===== src/rtl/rom_register_loader_if.sv =====
// Control, ROM-port and single-word write signals of the ROM register loader.
interface rom_register_loader_if #(
  parameter int unsigned WIDTH = 32
) ();
  logic             start;
  logic [3:0]       rom_addr;
  logic [WIDTH-1:0] rom_data;
  logic             wr_en;
  logic [3:0]       wr_addr;
  logic [WIDTH-1:0] wr_data;
  logic             busy;
  logic             done;
  logic             wr_drop;

  // master is the surrounding system (controller plus synchronous ROM)
  modport master (
    output start, rom_data, wr_en, wr_addr, wr_data,
    input  rom_addr, busy, done, wr_drop
  );

  modport slave (
    input  start, rom_data, wr_en, wr_addr, wr_data,
    output rom_addr, busy, done, wr_drop
  );
endinterface


===== src/rtl/rom_register_loader.sv =====
// Bank of 16 registers feeding the 16:1 word mux; copies ROM words 0..15 on command
// and accepts single-word patches while idle.
module rom_register_loader #(
  parameter int unsigned WIDTH     = 32,
  parameter bit          AUTO_LOAD = 1'b0
) (
  input  logic             clk,
  input  logic             rst_n,
  rom_register_loader_if.slave bus,
  output logic [WIDTH-1:0] q0,
  output logic [WIDTH-1:0] q1,
  output logic [WIDTH-1:0] q2,
  output logic [WIDTH-1:0] q3,
  output logic [WIDTH-1:0] q4,
  output logic [WIDTH-1:0] q5,
  output logic [WIDTH-1:0] q6,
  output logic [WIDTH-1:0] q7,
  output logic [WIDTH-1:0] q8,
  output logic [WIDTH-1:0] q9,
  output logic [WIDTH-1:0] q10,
  output logic [WIDTH-1:0] q11,
  output logic [WIDTH-1:0] q12,
  output logic [WIDTH-1:0] q13,
  output logic [WIDTH-1:0] q14,
  output logic [WIDTH-1:0] q15
);

  localparam logic [1:0] StIdle = 2'd0;
  localparam logic [1:0] StCopy = 2'd1;
  localparam logic [1:0] StFin  = 2'd2;

  logic [1:0]       state_q, state_d;
  logic [3:0]       rd_ptr_q, rd_ptr_d;
  logic [3:0]       wr_ptr_q, wr_ptr_d;
  logic             vld_q, vld_d;
  logic             busy_q, busy_d;
  logic             done_q, done_d;
  logic             drop_q, drop_d;
  logic             auto_q;
  logic             trig;
  logic             load_en;
  logic             ext_en;
  logic [WIDTH-1:0] regs_q [16];

  // auto_q is set only by reset, so it fires on the first edge after rst_n rises
  assign trig = bus.start | auto_q;

  always_comb begin
    state_d  = state_q;
    rd_ptr_d = rd_ptr_q;
    wr_ptr_d = wr_ptr_q;
    vld_d    = vld_q;
    busy_d   = busy_q;
    done_d   = 1'b0;
    drop_d   = bus.wr_en & (state_q != StIdle);
    load_en  = 1'b0;
    ext_en   = 1'b0;
    case (state_q)
      StIdle: begin
        ext_en = bus.wr_en;
        if (trig) begin
          state_d  = StCopy;
          rd_ptr_d = 4'd0;
          wr_ptr_d = 4'd0;
          vld_d    = 1'b0;
          busy_d   = 1'b1;
        end
      end
      StCopy: begin
        if (rd_ptr_q != 4'd15) rd_ptr_d = rd_ptr_q + 4'd1;
        // rom_data becomes meaningful one edge after the first address is presented
        vld_d = 1'b1;
        if (vld_q) begin
          load_en = 1'b1;
          if (wr_ptr_q == 4'd15) begin
            state_d = StFin;
            busy_d  = 1'b0;
            done_d  = 1'b1;
          end else begin
            wr_ptr_d = wr_ptr_q + 4'd1;
          end
        end
      end
      StFin:   state_d = StIdle;
      default: state_d = StIdle;
    endcase
  end

  always_ff @(posedge clk or negedge rst_n) begin
    if (!rst_n) begin
      state_q  <= StIdle;
      rd_ptr_q <= 4'd0;
      wr_ptr_q <= 4'd0;
      vld_q    <= 1'b0;
      busy_q   <= 1'b0;
      done_q   <= 1'b0;
      drop_q   <= 1'b0;
      auto_q   <= AUTO_LOAD;
    end else begin
      state_q  <= state_d;
      rd_ptr_q <= rd_ptr_d;
      wr_ptr_q <= wr_ptr_d;
      vld_q    <= vld_d;
      busy_q   <= busy_d;
      done_q   <= done_d;
      drop_q   <= drop_d;
      auto_q   <= 1'b0;
    end
  end

  // Loader and external port never write in the same cycle: one is COPY-only, the other IDLE-only
  always_ff @(posedge clk or negedge rst_n) begin
    if (!rst_n) begin
      for (int i = 0; i < 16; i++) regs_q[i] <= '0;
    end else if (load_en) begin
      regs_q[wr_ptr_q] <= bus.rom_data;
    end else if (ext_en) begin
      regs_q[bus.wr_addr] <= bus.wr_data;
    end
  end

  assign bus.rom_addr = rd_ptr_q;
  assign bus.busy     = busy_q;
  assign bus.done     = done_q;
  assign bus.wr_drop  = drop_q;

  assign q0  = regs_q[0];
  assign q1  = regs_q[1];
  assign q2  = regs_q[2];
  assign q3  = regs_q[3];
  assign q4  = regs_q[4];
  assign q5  = regs_q[5];
  assign q6  = regs_q[6];
  assign q7  = regs_q[7];
  assign q8  = regs_q[8];
  assign q9  = regs_q[9];
  assign q10 = regs_q[10];
  assign q11 = regs_q[11];
  assign q12 = regs_q[12];
  assign q13 = regs_q[13];
  assign q14 = regs_q[14];
  assign q15 = regs_q[15];

endmodule

===== src/flat_wrapper.sv =====
// flat-port wrapper written by rule: the top's interface ports become plain ports
module rom_register_loader_flat 
#(
  parameter int unsigned WIDTH     = 32,
  parameter bit          AUTO_LOAD = 1'b0
)
  (clk, rst_n, q0, q1, q2, q3, q4, q5, q6, q7, q8, q9, q10, q11, q12, q13, q14, q15, bus_start, bus_rom_data, bus_wr_en, bus_wr_addr, bus_wr_data, bus_rom_addr, bus_busy, bus_done, bus_wr_drop);
  rom_register_loader_if #(.WIDTH(WIDTH)) bus_i ();
  input  logic clk;
  input  logic rst_n;
  output logic [WIDTH-1:0] q0;
  output logic [WIDTH-1:0] q1;
  output logic [WIDTH-1:0] q2;
  output logic [WIDTH-1:0] q3;
  output logic [WIDTH-1:0] q4;
  output logic [WIDTH-1:0] q5;
  output logic [WIDTH-1:0] q6;
  output logic [WIDTH-1:0] q7;
  output logic [WIDTH-1:0] q8;
  output logic [WIDTH-1:0] q9;
  output logic [WIDTH-1:0] q10;
  output logic [WIDTH-1:0] q11;
  output logic [WIDTH-1:0] q12;
  output logic [WIDTH-1:0] q13;
  output logic [WIDTH-1:0] q14;
  output logic [WIDTH-1:0] q15;
  input wire logic [$bits(bus_i.start)-1:0] bus_start;
  input wire logic [$bits(bus_i.rom_data)-1:0] bus_rom_data;
  input wire logic [$bits(bus_i.wr_en)-1:0] bus_wr_en;
  input wire logic [$bits(bus_i.wr_addr)-1:0] bus_wr_addr;
  input wire logic [$bits(bus_i.wr_data)-1:0] bus_wr_data;
  output wire logic [$bits(bus_i.rom_addr)-1:0] bus_rom_addr;
  output wire logic [$bits(bus_i.busy)-1:0] bus_busy;
  output wire logic [$bits(bus_i.done)-1:0] bus_done;
  output wire logic [$bits(bus_i.wr_drop)-1:0] bus_wr_drop;
  assign bus_i.start = bus_start;
  assign bus_i.rom_data = bus_rom_data;
  assign bus_i.wr_en = bus_wr_en;
  assign bus_i.wr_addr = bus_wr_addr;
  assign bus_i.wr_data = bus_wr_data;
  assign bus_rom_addr = bus_i.rom_addr;
  assign bus_busy = bus_i.busy;
  assign bus_done = bus_i.done;
  assign bus_wr_drop = bus_i.wr_drop;
  rom_register_loader #(.WIDTH(WIDTH), .AUTO_LOAD(AUTO_LOAD)) u_core (.clk(clk), .rst_n(rst_n), .bus(bus_i), .q0(q0), .q1(q1), .q2(q2), .q3(q3), .q4(q4), .q5(q5), .q6(q6), .q7(q7), .q8(q8), .q9(q9), .q10(q10), .q11(q11), .q12(q12), .q13(q13), .q14(q14), .q15(q15));
endmodule

===== config.mk =====
export PLATFORM = sky130hd
export DESIGN_NAME = rom_register_loader_flat
export DESIGN_NICKNAME = d
export VERILOG_FILES = /design/src/rtl/rom_register_loader_if.sv /design/src/rtl/rom_register_loader.sv /design/src/flat_wrapper.sv
export SDC_FILE = /design/constraint.sdc
export NUM_CORES = 1
export LEC_CHECK = 0
export BUFFER_PORTS_ARGS = -buffer_cell sky130_fd_sc_hd__buf_2
export CORE_AREA = 4 4 226 228
export CTS_BUF_LIST = sky130_fd_sc_hd__clkbuf_16
export DETAILED_ROUTE_END_ITERATION = 10
export DIE_AREA = 0 0 230 232
export HOLD_SLACK_MARGIN = 0.15
export PLACE_DENSITY = 0.77
export REMOVE_ABC_BUFFERS = 1
export SLEW_MARGIN = 25
export SYNTH_ARGS = -nofsm -noshare
export SYNTH_HDL_FRONTEND = slang
export SYNTH_SLANG_ARGS = --single-unit

===== constraint.sdc =====
create_clock -name clk -period 4.4 [get_ports clk]
set_input_delay 0.44 -clock clk [delete_from_list [all_inputs] [get_ports clk]]
set_output_delay 0.44 -clock clk [all_outputs]
set_load 0.1 [all_outputs]

Word-level counts from Yosys, hierarchy flattened
Cells that the tools add are included.
Widths: inputs -> output; s select.
{ "totals": {"word_cells": 81, "in_bits": 72, "ff_bits": 526, "output_inout_bits": 519} }
{ "classes": {"n_lt_le_gt_ge": 4, "reduce_logical": 11, "mux": 30, "bitwise": 3, "n_addsub": 2, "eq_ne": 8} }
{ "ops": {"columns": ["operator", "n"], "rows": [
  ["$bwmux 512", 2],
  ["$mux 512", 2],
  ["$demux 32 s4", 2],
  ["$mux 32", 2],
  ["$mux 4", 4],
  ["$pmux 4 s2", 2],
  ["$ge 5x5->1 const B", 2],
  ["$lt 5x1->1 const B", 2],
  ["$mux 1", 10],
  ["$not 4->5", 2],
  ["$add 4x1->4 const B", 2],
  ["$reduce_and 4->1", 2],
  ["$mux 2", 3],
  ["$ne 2x1->1 const B", 3],
  ["$reduce_and 3->1", 2],
  ["$reduce_bool 2->1", 3],
  ["$eq 4x4->1 const B", 1],
  ["$ne 2x2->1 const B", 2],
  ["$ne 4x4->1 const B", 1],
  ["$pmux 1 s2", 2],
  ["$pmux 2 s2", 1],
  ["$eq 2x1->1 const B", 1],
  ["$logic_and 1x1->1", 2],
  ["$logic_not 2->1", 1],
  ["2 further kinds", 2]
]} }

Logic depth before layout (Yosys ltp)
Gate-level depths: netlist (run 1).
{ "logic_depth": {"depth_word": 8, "mapped_depth": 9, "depth_no_buf": 6} }

Worst setup path before layout (run 1)
Ideal clock, no wire load.
{ "synth_path": {"kind": "register to register", "from": "register u_core.rd_ptr_q[1] (netlist: u_core.bus.rom_addr[1])", "to": "register u_core.rd_ptr_q[0] (netlist: u_core.bus.rom_addr[0])", "synth_period_minus_slack_ps": 2048, "required_time_ps": 4278, "slack_ps": 2352, "path_buffers": 0, "stages_incl_launch_ff": 6, "setup_time_ps": 122, "arrival_time_ps": 1926, "cell_sequence": "dfrtp_1 > ha_1 > and3_1 > nor2_1 > mux2_2 > a22o_1"} }
{ "synth_via": {"elab_chain_len": 3} }
{ "synth_rtl": {"columns": ["element", "line", "rtl"], "rows": [
  ["from (decl)", "rom_register_loader.sv:33", "logic [3:0] rd_ptr_q, rd_ptr_d;"],
  ["from (signal assigned)", "rom_register_loader.sv:101", "rd_ptr_q <= rd_ptr_d;"],
  ["$ne 4x4->1", "rom_register_loader.sv:70", "if (rd_ptr_q != 4'd15) rd_ptr_d = rd_ptr_q + 4'd1;"],
  ["$ne 2x1->1 (no line)", null, null],
  ["$reduce_and 3->1 (no line)", null, null]
]} }
Every way passes these cells.
A chain may end at the register's enable or synchronous reset.

Final worst setup path (run 1)
{ "layout_path": {"from": "register u_core.state_q[0]", "to": "register u_core.regs_q, in the netlist u_core.q12[9]"} }
{ "layout_via": {"elab_chain_len": 3, "word_cells_on_any_way": 6, "classes_between": "eq/ne (1); mux (3); reduce/logical (2)"} }
{ "layout_rtl": {"columns": ["element", "line", "rtl"], "rows": [
  ["from (decl)", "rom_register_loader.sv:32", "logic [1:0] state_q, state_d;"],
  ["from (signal assigned)", "rom_register_loader.sv:91", "state_q <= StIdle;"],
  ["from (signal assigned)", "rom_register_loader.sv:100", "state_q <= state_d;"],
  ["$eq 2x1->1 / $logic_not 2->1 (equally long branches)", "rom_register_loader.sv:58", "case (state_q)"],
  ["$mux 1", "rom_register_loader.sv:58", null],
  ["$mux 512 / $reduce_bool 2->1 (equally long branches)", null, null],
  ["to (signal, indexed assignment)", "rom_register_loader.sv:116", "regs_q[wr_ptr_q] <= bus.rom_data;"],
  ["to (signal, indexed assignment)", "rom_register_loader.sv:118", "regs_q[bus.wr_addr] <= bus.wr_data;"],
  ["to (decl)", "rom_register_loader.sv:43", "logic [WIDTH-1:0] regs_q [16];"]
]} }
Parallel ways exist; a longest one is shown, timed or not.

==> out/results.tsv, run 1 <==
metric	value	unit
status	finished, final reports clean	
coreArea	0.0488	mm2
ys_warn_count	0	
required	4.94	ns
post-place-ws	1.50	ns
die_w	230	um
rsz0062_at_grt	no	
syn_area	0.0252	mm2
dr_wl_met3	14.6	mm
syn_area_per_cell	9.92	um2
seq_area_frac_synth	52.3	%
worstSetupPathType	flop to flop	
route.detailed.drc	0	
first_global_vias	23300	
setup_slack	1.44	ns
fp-row-count	81	
fmax	338	MHz
post-route-util	60.8	%
wl_met1	37.5	mm
hold_viol_final	0	
yosys.area.top_type	dfrtp_1	
slowest_delay	0.68	ns
path_cells	and3b_2 -> buf_4 -> a22o_2 -> buf_12 -> nor2_1 -> a21oi_1	
die_h	232	um
cts.hold.buffers_added	3	
design_area	0.0297	mm2
worstSetupEndpointType	flop	
synthArstFlopShare	100	%
cts-root-buf	clkbuf_16	
placed_area	0.0280	mm2
finalNetCount	2998	
cts_tree	yes	
vias_per_cell	6.71	
cp_max_fo	34	
fin_crit	2.96	ns
cap_viol_max_count	0	
ff2ff_setup_slack	1.44	ns
drtIter0Drc	3442	
clock_sinks	526	
place.gp.congestion	0.931	
gr-total-overflow	0	
critPathTopFamily	compound AO/OA/AOI/OAI gates	
die_area	0.0534	mm2
drv_slew	0	
cp_slowest_cell	a22o_2	
postCtsSetupBuffers	0	
period_share	67.2	%
grt_usage	37.1	%
synthFlopType	dfrtp_1	
synth_edf_count	0	
top_layer	met5	
wirelength	104	mm
numCtsBuffers	55	
vias	24300	
synth_seq_cells	526	
ios	591	
clock_latency	0.62	ns
synth_cell_types	50	
firstDrtPassIters	6	
clock_skew	0.0158	ns
wl_met2	45.1	mm
worstSetupStartpointType	flop	
yosysTopAreaCellShare	52.3	%
tightest_slew	1.10	ns
syn_inst	2538	
portBuffers	590	
antenna_found_initial	5	
area_growth	17.8	%
wl_per_cell	28.6	um
initial_utilization	51.6	%
cts-resized-gates	0	
clk_pin_slew_worst_paths	0.07	ns
whs	0.177	ns
synthTopCellsByArea	dfrtp_1 52%, a32oi_1 11%, a21oi_1 6.4%, nor2_1 4.8%, o221ai_1 3.8%	
path_buf_inv	2	
htreeDepth	2	
setup_violations	0	
antenna_left	0	
dp_hpwl	66.6	mm
grt_pass1_wl	151	mm
drive_gt1_share	27.7	%
relSlewSlack	26.5	%
grt_max_degree	175	
cp.arrival	3.50	ns
clockBufferDepth	3	
hold_class	input pin to flop	
[cells in the final DEF (no fill, tap or decap), types with 9 or more instances in the layout]
cell type	n
o221ai_1	108
buf_12	12
a32oi_1	320
a21oi_1	322
nor2_1	323
a22o_1	36
inv_1	184
dfrtp_1	526
clkbuf_16	57
buf_2	589
a22o_2	10
and2_1	33
buf_4	44
o221ai_2	52
a21o_1	36
clkinv_1	9
nand2_1	198
[tightest hold or removal path: cells and delay by family]
family | cells | cell delay (ns)
buffers and inverters | 1 | 0.17
AND/OR/NAND/NOR | 1 | 0.07
AO/OA/AOI/OAI | 1 | 0.06
[sequential cells by signal (all words and copies together) (netlist names), 4 cells and up]
| signal | flops |
|---|---|
| u_core.q0 | 32 |
| u_core.q10 | 32 |
| u_core.q11 | 32 |
| u_core.q12 | 32 |
| u_core.q13 | 32 |
| u_core.q14 | 32 |
| u_core.q15 | 32 |
| u_core.q1 | 32 |
| u_core.q2 | 32 |
| u_core.q3 | 32 |
| u_core.q4 | 32 |
| u_core.q5 | 32 |
| u_core.q6 | 32 |
| u_core.q7 | 32 |
| u_core.q8 | 32 |
| u_core.q9 | 32 |
| u_core.bus.rom_addr | 4 |
| u_core.wr_ptr_q | 4 |
[stage by stage]
stage,TNS (ns),instances
6_report,0,3630
5_1_grt,0,3629
4_1_cts,0,3623
3_5_place_dp,0,3523
3_3_place_gp,0,3523
2_1_floorplan,-11.95,2213
[cell usage after synthesis, types with 3 or more instances]
cell / number
dfrtp_1: 526
nor2_1: 324
a21oi_1: 322
a32oi_1: 320
nand2_1: 198
inv_1: 165
clkbuf_1: 157
o221ai_1: 108
buf_2: 104
o221ai_2: 52
a22o_1: 46
a21o_1: 37
and2_1: 34
buf_6: 29
buf_4: 28
and3_1: 9
and3b_1: 8
o21ai_0: 8
buf_1: 7
and4bb_2: 5
ha_1: 5
nand3_1: 4
nand4b_1: 3
o21ai_2: 3
[logic make-up (layout without fill, tap and decap cells)]
logic type	after synthesis	after routing	share of synthesized area (%)
mux	3	3	0.124
flops	526	526	52.3
fa+ha+maj	5	5	0.248
compound gates	905	905	27.7
buf+inv	490	913	9.10
simple gates	609	609	10.6
other cells	0	5	0
[path summary, 6_finish.rpt]
check                             startpoint             end  depth (start not counted)
setup / recovery           u_core.state_q[0]   u_core.q12[9]                          6
hold / removal               bus_rom_data[1]    u_core.q2[1]                          3
setup reg to reg           u_core.state_q[0]   u_core.q12[9]                          6
hold reg to reg               u_core.q15[17]  u_core.q15[17]                          1
max in group asynchronous              rst_n  u_core.q11[10]                          3
min in group asynchronous              rst_n  u_core.q14[24]                          2
[routing by layer]
layer,GRT usage [%],up-vias
met2,55.3,2067
met5,0,-
met1,48.4,11800
met4,19.0,2
li1,-,10000
met3,12.5,445
[area by class of cell]
class	count	area, um2
flip-flops and latches	526	13200
clock inverters	40	205
multi-input cells	1522	9800
diodes	5	12.5
clock buffers	57	1430
inverters	165	619
repair buffers	651	3620
fillers	4148	19200
well taps	664	831
Power of run 1 is not shown: default switching activity piles up to over one toggle a cycle in this logic, so the estimate is an artifact.
==> run 2: changes to the inputs <==
- CORE_AREA: 4 4 226 228 -> 4 4 228 230
- DIE_AREA: 0 0 230 232 -> 0 0 232 234
- PLACE_DENSITY: 0.77 -> 0.76
- clock period: 4.4 -> 3 ns (I/O delays scaled with it)
==> run 2 against run 1 <==
Compared with the run above:
- setup slack lost 0.91 ns
- die area grew 1.7%
- first-iteration DRC count shrank 4.2%
- highest routed layer unchanged
- via count grew 0.15%
- sequential share of layout area shrank 0.81 points
- count of clock-buffer cells in the layout is the same
- final area grew 1.9%
==> out/results.tsv, run 2 (same netlist as run 1, synthesis figures left out) <==
metric	value	unit	change
status	finished, final reports clean		
fp-row-count	82		+1.2%
first_global_vias	23600		+1.5%
slowest_delay	0.65	ns	-0.03 ns
post-place-ws	0.637	ns	-0.863 ns
r2r-end	u_core.q5[3]		
layout_commonest_cell	buf_2		
dp_hpwl	66.2	mm	-0.54%
path_buf_inv	2		unchanged
dp_cells	3548		+0.71%
post-route-util	60.6	%	-0.13 points
route.detailed.drc	0		unchanged
met1_usage	48.4	%	about the same
fmax	405	MHz	+20%
fin_crit	2.47	ns	-0.486 ns
hold_end	u_core.q12[1]		
hold_class	input pin to flop		
path_common_cell	buf_4		
postCtsSetupBuffers	0		unchanged
clockBufferDepth	3		unchanged
worstSetupEndpointType	flop		
grt_pass1_wl	151	mm	-0.19%
period_share	82.3	%	+15 points
top_usage_layer	met2		
placed_area	0.0282	mm2	+0.78%
area_growth	20.0	%	
initial_utilization	50.5	%	-1.0 points
setup_slack	0.531	ns	-0.914 ns
cts.hold.buffers_added	35		+32
worstSetupPathType	flop to flop		
grtUsageMet3	10.7	%	-1.8 points
tightest_slew	1.01	ns	-0.0919 ns
setup_violations	0		unchanged
worstSetupStartpointType	flop		
relSlewSlack	32.4	%	+6.0 points
cts-root-buf	clkbuf_16		
reg2reg_from	u_core.state_q[0]		
gr-total-overflow	0		unchanged
antenna_found_initial	4		-1
grt_usage	36.5	%	-0.53 points
grt_max_degree	186		+6.3%
drtIter0Drc	3299		-4.2%
clock_sinks	526		unchanged
reg2reg_depth	6		unchanged
clock_skew	0.0219	ns	+0.00605 ns
ff2ff_setup_slack	0.53	ns	-0.91 ns
vias	24400		+0.15%
die_h	234	um	+0.86%
ios	591		unchanged
most-common-layout-cells	589 x buf_2, 526 x dfrtp_1, 323 x nor2_1, 322 x a21oi_1, 320 x a32oi_1		
met2_usage	55.1	%	-0.17 points
drive_gt1_share	27.9	%	+0.18 points
portBuffers	590		unchanged
final_cells	3686		+1.5%
cp.arrival	3.01	ns	-0.49 ns
place.gp.congestion	0.897		-3.7%
clock_latency	0.63	ns	about the same
coreArea	0.0499	mm2	+2.1%
cp_max_fo	44		+29%
cts_tree	yes		
numCtsBuffers	56		+1.8%
antenna_left	0		unchanged
htreeDepth	2		unchanged
cap_viol_max_count	0		unchanged
wirelength	103	mm	-0.47%
hold_viol_final	0		unchanged
min_from	bus_wr_data[1]		
die_w	232	um	+0.87%
cp_slowest_cell	dfrtp_1		
die_area	0.0543	mm2	+1.7%
vias_per_cell	6.61		-1.4%
firstDrtPassIters	7		+1
path_cells	and3b_2 -> buf_4 -> a22o_2 -> buf_4 -> nor2_1 -> a21oi_1		
hold_path_depth	3		unchanged
design_area	0.0302	mm2	+1.9%
critPathTopFamily	buffers and inverters		
finalNetCount	3046		+1.6%
drv_slew	0		unchanged
wl_per_cell	28.1	um	-2.0%
cts-resized-gates	0		unchanged
rsz0062_at_grt	no		
required	3.54	ns	-1.40 ns
clk_pin_slew_worst_paths	0.06	ns	about the same
## run 2: cell count changes in the layout (fill, tap and decap cells not counted), moves of 3 or more
cell,previous run,this run
dlygate4sd3_1,3,35
inv_1,184,180
buf_12,12,18
buf_4,44,55
diode_2,5,8
clkinv_2,6,9
bufinv_16,1,4
## run 2: per-stage QoR
| stage | hold WS, ns | TNS (ns) |
|---|---|---|
| floorplan | 0.00441 | -359.53 |
| global placement | 0.297 | 0 |
| detailed placement | 0.311 | 0 |
| CTS | 0.161 | 0 |
| global route | 0.178 | 0 |
| finish | 0.186 | 0 |
## run 2: layout make-up
| class | instances | area [um2] |
|---|---|---|
| fillers | 4160 | 19600 |
| flip-flops and latches | 526 | 13200 |
| multi-input cells | 1522 | 9810 |
| repair buffers | 698 | 4090 |
| clock buffers | 57 | 1430 |
| well taps | 672 | 841 |
| inverters | 165 | 619 |
| clock inverters | 38 | 268 |
| diodes | 8 | 20.0 |
## run 2: how the worst max path moves through the flow
stage	start	endpoint	slack (ns)	depth (start not counted)
detailed placement	u_core.state_q[0]	u_core.q5[3]	0.64	6
CTS	u_core.wr_ptr_q[0]	u_core.q12[26]	0.61	7
global route	u_core.wr_ptr_q[0]	u_core.q12[8]	0.42	7
global placement	u_core.state_q[0]	u_core.q5[19]	0.72	6
floorplan	u_core.state_q[0]	u_core.q14[31]	-1.65	4
finish	u_core.state_q[0]	u_core.q5[3]	0.53	6
## run 2: worst register-to-register path, stage by stage (launching register included)
cell and delay, ns:
dfrtp_1 0.65, and3b_2 0.41, buf_4 0.30, a22o_2 0.23, buf_4 0.48, nor2_1 0.15
a21oi_1 0.15
## run 2: routing by layer
layer	vias up	share of wire (%)
met5	-	0.0097
met4	2	6.0
met3	421	13
met2	1908	44
met1	11900	37
li1	10100	-
Power of run 2 is left out for the same reason.
